$ cat src/rtl/pipeline_stage_reg.sv
// pipeline_stage_reg
//   Inter-stage pipeline register with a ready/valid handshake, optional
//   2-entry skid buffer, synchronous flush to a NOP bubble, a saturating
//   stall counter and an unconditionally retimed PC-increment sideband.
//
//   state | meaning
//   EMPTY | nothing held; out_payload shows NOP_PAYLOAD
//   ONE   | head entry in main register
//   FULL  | head in main, next entry waiting in skid (SKID=1 only)
//
// Ports:
//   clk, rst (async active-low)
//   in_valid / in_ready / in_payload     upstream handshake
//   out_valid / out_ready / out_payload  downstream handshake
//   flush                                kill held and incoming entries
//   in_pcincr / out_pcincr               retimed sideband
//   stall_cnt / stall_clr                stall monitor
module pipeline_stage_reg #(
  parameter int                   PAYLOAD_W   = 96,
  parameter logic [PAYLOAD_W-1:0] NOP_PAYLOAD = '0,
  parameter bit                   SKID        = 1'b1,
  parameter int                   CNT_W       = 16
) (
  input  logic                 clk,
  input  logic                 rst,
  input  logic                 in_valid,
  output logic                 in_ready,
  input  logic [PAYLOAD_W-1:0] in_payload,
  output logic                 out_valid,
  input  logic                 out_ready,
  output logic [PAYLOAD_W-1:0] out_payload,
  input  logic                 flush,
  input  logic                 in_pcincr,
  output logic                 out_pcincr,
  output logic [CNT_W-1:0]     stall_cnt,
  input  logic                 stall_clr
);

  typedef enum logic [1:0] {
    EMPTY = 2'd0,
    ONE   = 2'd1,
    FULL  = 2'd2
  } state_t;

  state_t               state, next_state;
  logic [PAYLOAD_W-1:0] main_q, main_d;
  logic [PAYLOAD_W-1:0] skid_q, skid_d;
  logic                 ready_q;
  logic                 accept, fire;

  assign out_valid   = (state != EMPTY);
  assign out_payload = out_valid ? main_q : NOP_PAYLOAD;

  // Skid mode breaks the ready path with a register; single-entry mode
  // lets a draining consumer admit a new entry in the same cycle.
  assign in_ready = SKID ? ready_q : (out_ready | ~out_valid);
  assign accept   = in_valid & in_ready;
  assign fire     = out_valid & out_ready;

  always_comb begin
    next_state = state;
    main_d     = main_q;
    skid_d     = skid_q;
    case (state)
      EMPTY: begin
        if (accept) begin
          next_state = ONE;
          main_d     = in_payload;
        end
      end
      ONE: begin
        if (accept) begin
          if (SKID && !fire) begin
            next_state = FULL;
            skid_d     = in_payload;
          end else begin
            main_d = in_payload;
          end
        end else if (fire) begin
          next_state = EMPTY;
        end
      end
      FULL: begin
        if (fire) begin
          next_state = ONE;
          main_d     = skid_q;
        end
      end
      default: begin
        next_state = EMPTY;
      end
    endcase
    if (flush) begin
      next_state = EMPTY;
      main_d     = NOP_PAYLOAD;
      skid_d     = NOP_PAYLOAD;
    end
  end

  always_ff @(posedge clk or negedge rst) begin
    if (!rst) begin
      state   <= EMPTY;
      main_q  <= NOP_PAYLOAD;
      skid_q  <= NOP_PAYLOAD;
      ready_q <= 1'b1;
    end else begin
      state   <= next_state;
      main_q  <= main_d;
      skid_q  <= skid_d;
      ready_q <= (next_state != FULL);
    end
  end

  always_ff @(posedge clk or negedge rst) begin
    if (!rst) begin
      out_pcincr <= 1'b1;
    end else begin
      out_pcincr <= in_pcincr;
    end
  end

  always_ff @(posedge clk or negedge rst) begin
    if (!rst) begin
      stall_cnt <= '0;
    end else if (stall_clr) begin
      stall_cnt <= '0;
    end else if (out_valid && !out_ready && (stall_cnt != {CNT_W{1'b1}})) begin
      stall_cnt <= stall_cnt + 1'b1;
    end
  end

endmodule

$ cat config.mk
export PLATFORM = sky130hd
export DESIGN_NAME = pipeline_stage_reg
export DESIGN_NICKNAME = d
export VERILOG_FILES = /design/src/rtl/pipeline_stage_reg.sv
export SDC_FILE = /design/constraint.sdc
export NUM_CORES = 1
export LEC_CHECK = 0
export ABC_AREA = 1
export CORE_MARGIN = 2
export CORE_UTILIZATION = 40
export DETAILED_ROUTE_END_ITERATION = 16
export PLACE_DENSITY = 0.65
export SLEW_MARGIN = 40
export SYNTH_ARGS = -nofsm -noshare
export SYNTH_HDL_FRONTEND = slang
export SYNTH_SLANG_ARGS = --single-unit
$ cat constraint.sdc
create_clock -name clk -period 3.2 [get_ports clk]
set_input_delay 0.32 -clock clk [delete_from_list [all_inputs] [get_ports clk]]
set_output_delay 0.32 -clock clk [all_outputs]
set_load 0.01 [all_outputs]
==> impl_results.md <==
- Cell count after synthesis: 1,325
- Share of layout cells above drive strength 1: 6.05%
- Relative slew slack: 50.5%
- Worst r2r src: state[0]$_DFF_PN0_
- Worst Hold Class: in -> reg
- Synth Net Count: 1,433
- Finished Layout Cells: 1,851
- Vias in the first global route: 9,015
- Final TNS setup: 0 ns
- Final ANT Viol Nets: 0
- WS Path Type: reg -> out
- Most common cell in the netlist: nand2_1
- Max Cap Viol: 0
- Number of buffers created by CTS: 24
- Via count: 9,165
- Run status: complete, no violations
- Yosys reg bits: 212
- Share of the synthesized area in the top cell type: 51.0%
- Via density: 4.95
- Fin crit share: 83.0%
- Die Width: 164 um
- Number of synthesized flops with an enable pin: 0
- Yosys cell types: 27
- Total power: 0.00725 W
- Routability congestion estimate: 0.805
- Crit. End Element: primary output
- Htree depth: 1
- Crit Path Max Fanout: 38
- Maximum VDD drop: 0.293 mV
- Post-synth top cells: nand2_1, o21ai_0, dfrtp_1
- CTS tree: yes
- Area grow syn2layout: 32.2%
- DP Cell Count: 1,804
- Hold path startpoint: in_pcincr
- Clock-pin slew on the worst setup and hold paths: 0.06 ns
- Nets@finish: 1,610
- Count of endpoints failing setup in the final report: 0
- RSZ-0062 raised after global routing: false
- Slew Limit Fails: 0
- Hold path depth: 1
- Root Buffer: clkbuf_16
- Seq pwr share: 41.9%
- Total congestion overflow: 0
- Clock Latency Late Sink: 0.52 ns
- CTS sink cnt: 212
- Multi-input gate area: 0.00385 mm^2
- Max frequency: 377 MHz
- Register Area: 0.00531 mm^2
- Initial antenna violation count: 1
- Skew final: 0.0181 ns
- Syn. warnings: 0
- I/O pin count: 218
- Full die area: 0.0270 mm^2
- WP data required: 2.88 ns
- Placeable core area: 0.0253 mm^2
- Cell Area, Synth: 0.0103 mm^2
- FF-to-FF End: skid_q[6]$_DFFE_PN0P_
- Synth area leaders: dfrtp_1, o21ai_0, nand2_1
- Crit path arrival time: 2.34 ns
- Residual DRC: 0
- Combinational power share: 19.0%
- Psw: 0.00203 W
- Fraction of registers with async set or reset after synthesis: 100%
- First-pass iteration count of the detailed router: 5
- Yosys top cell by area: dfrtp_1
- Critical path launch point type: register
- First-pass GRT wire length: 45,300 um
- Clock power share: 39.1%
- Mean post-synth cell area: 7.77 um^2
- Register area share after synthesis: 51.5%
- Main flop type after synthesis: dfrtp_1
- Worst-case reg-to-reg path depth: 7
- Worst-case clock buffer depth: 3
- WL per Instance: 14.8 um
- Power Density: 532 mW/mm^2
- Hold EP: out_pcincr$_DFF_PN1_
- Worst-Margin Slew: 0.740 ns
- Starting density of the core: 40.8%
- Largest net degree at the start of global routing: 194
- Leakage power: 6.03 nW
- Port Buffer Count: 217
- Global Route Usage Sum: 20.5%
- WL final: 27,500 um
- Tmin final: 2.66 ns
- Iter 0 DRT Violations: 737
- Die Ht: 164 um
- R2R Setup Slk: 0.84 ns
- Fill cell total of the finished layout: 2,364
- Pint: 0.00521 W
- Sw Ratio: 28.1%
- DP HPWL: 17,300 um
- Row count: 58
- Final Hold Viols: 0
[cell families (layout without fill, tap and decap cells)]
kind of cell / after synthesis / after routing / synth area share, %
and+or+nand+nor: 510 / 510 / 20.6
AOI/OAI and AO/OA: 301 / 301 / 15.5
buffers and inverters: 294 / 489 / 11.5
DFF: 212 / 212 / 51.5
adders and majority gates: 5 / 5 / 0.607
xor gates and xnor gates: 3 / 3 / 0.255
other: 0 / 1 / 0
[worst max-delay path: stages (launching register included)]
cell	delay [ns]
dfrtp_1	0.41
inv_1	0.21
ha_4	0.20
buf_4	0.36
nor2_1	0.14
clkdlybuf4s50_1	0.50
[power groups by stage]
stage	clock (W)	sequential, W	combinational, W
final	0.00283	0.00303	0.00138
after global routing	0.00300	0.00306	0.00155
after CTS	0.00288	0.00303	0.00140
after detailed placement	0	0.00308	0.00139
after global placement	0	0.00307	0.00137
after floorplan	0	0.00306	0.000786
[worst max-delay path by stage]
stage | depth (start not counted) | to | from
6_report | 5 | out_payload[50] | state[0]$_DFF_PN0_
5_1_grt | 5 | out_payload[50] | state[0]$_DFF_PN0_
4_1_cts | 5 | out_payload[50] | state[0]$_DFF_PN0_
3_5_place_dp | 6 | skid_q[0]$_DFFE_PN0P_ | in_valid
3_3_place_gp | 6 | skid_q[19]$_DFFE_PN0P_ | in_valid
2_1_floorplan | 6 | out_payload[55] | state[0]$_DFF_PN0_
[area by class of cell]
cell class	count	share of cell area [%]
sequential	212	39.0
timing repair buffer	236	17.9
multi-input combinational	819	28.3
tap	330	3.03
inverter	209	5.77
clock inverter	7	0.827
antenna	1	0.0184
clock buffer	37	5.15
[metal layers]
metal	track usage, %	vias to the layer above	part of all wire (%)
li1	-	4520	-
met4	6.21	0	2.6
met2	33.8	282	46
met5	0	-	0
met1	28.2	4320	46
met3	3.09	43	5.4
[placed cells by master (no fill, tap or decap), drive strengths merged]
| master | count |
|---|---|
| bufinv | 3 |
| nand4 | 15 |
| clkdlybuf4s50 | 216 |
| nand3 | 106 |
| diode | 1 |
| nand2 | 260 |
| or2 | 3 |
| dlygate4sd3 | 1 |
| o211ai | 1 |
| o21bai | 3 |
| clkinvlp | 1 |
| ha | 5 |
| clkinv | 4 |
| nor3 | 1 |
| inv | 208 |
| a21oi | 3 |
| o21ai | 294 |
| nor2 | 125 |
| xor2 | 3 |
| dfrtp | 210 |
| clkbuf | 37 |
| buf | 19 |
| dfstp | 2 |
[through the flow]
step	hold slack, ns	setup slack, ns	util [%]	area, um^2
finish	0.217	0.544	53.9	13600
global route	0.215	0.415	53.9	13600
CTS	0.207	0.510	53.8	13600
detailed placement	0.402	0.743	50.5	12800
global placement	0.398	0.811	50.5	12800
floorplan	0.0244	1.36	-	10300
[timing repair]
action                                  CTS  global route
endpoints found under the hold margin    90             0
resized for setup                         0             0
endpoints found under the setup margin    0             0
hold buffers                              1             0
setup buffers                             0             0
[flip-flops by register name, summed over array words and instances, names as in the netlist]
name	cells
stall_cnt	16
skid_q	96
out_pcincr	1
state	2
main_q	96
in_ready	1
Note: power is estimated with default switching activity, not from simulation.
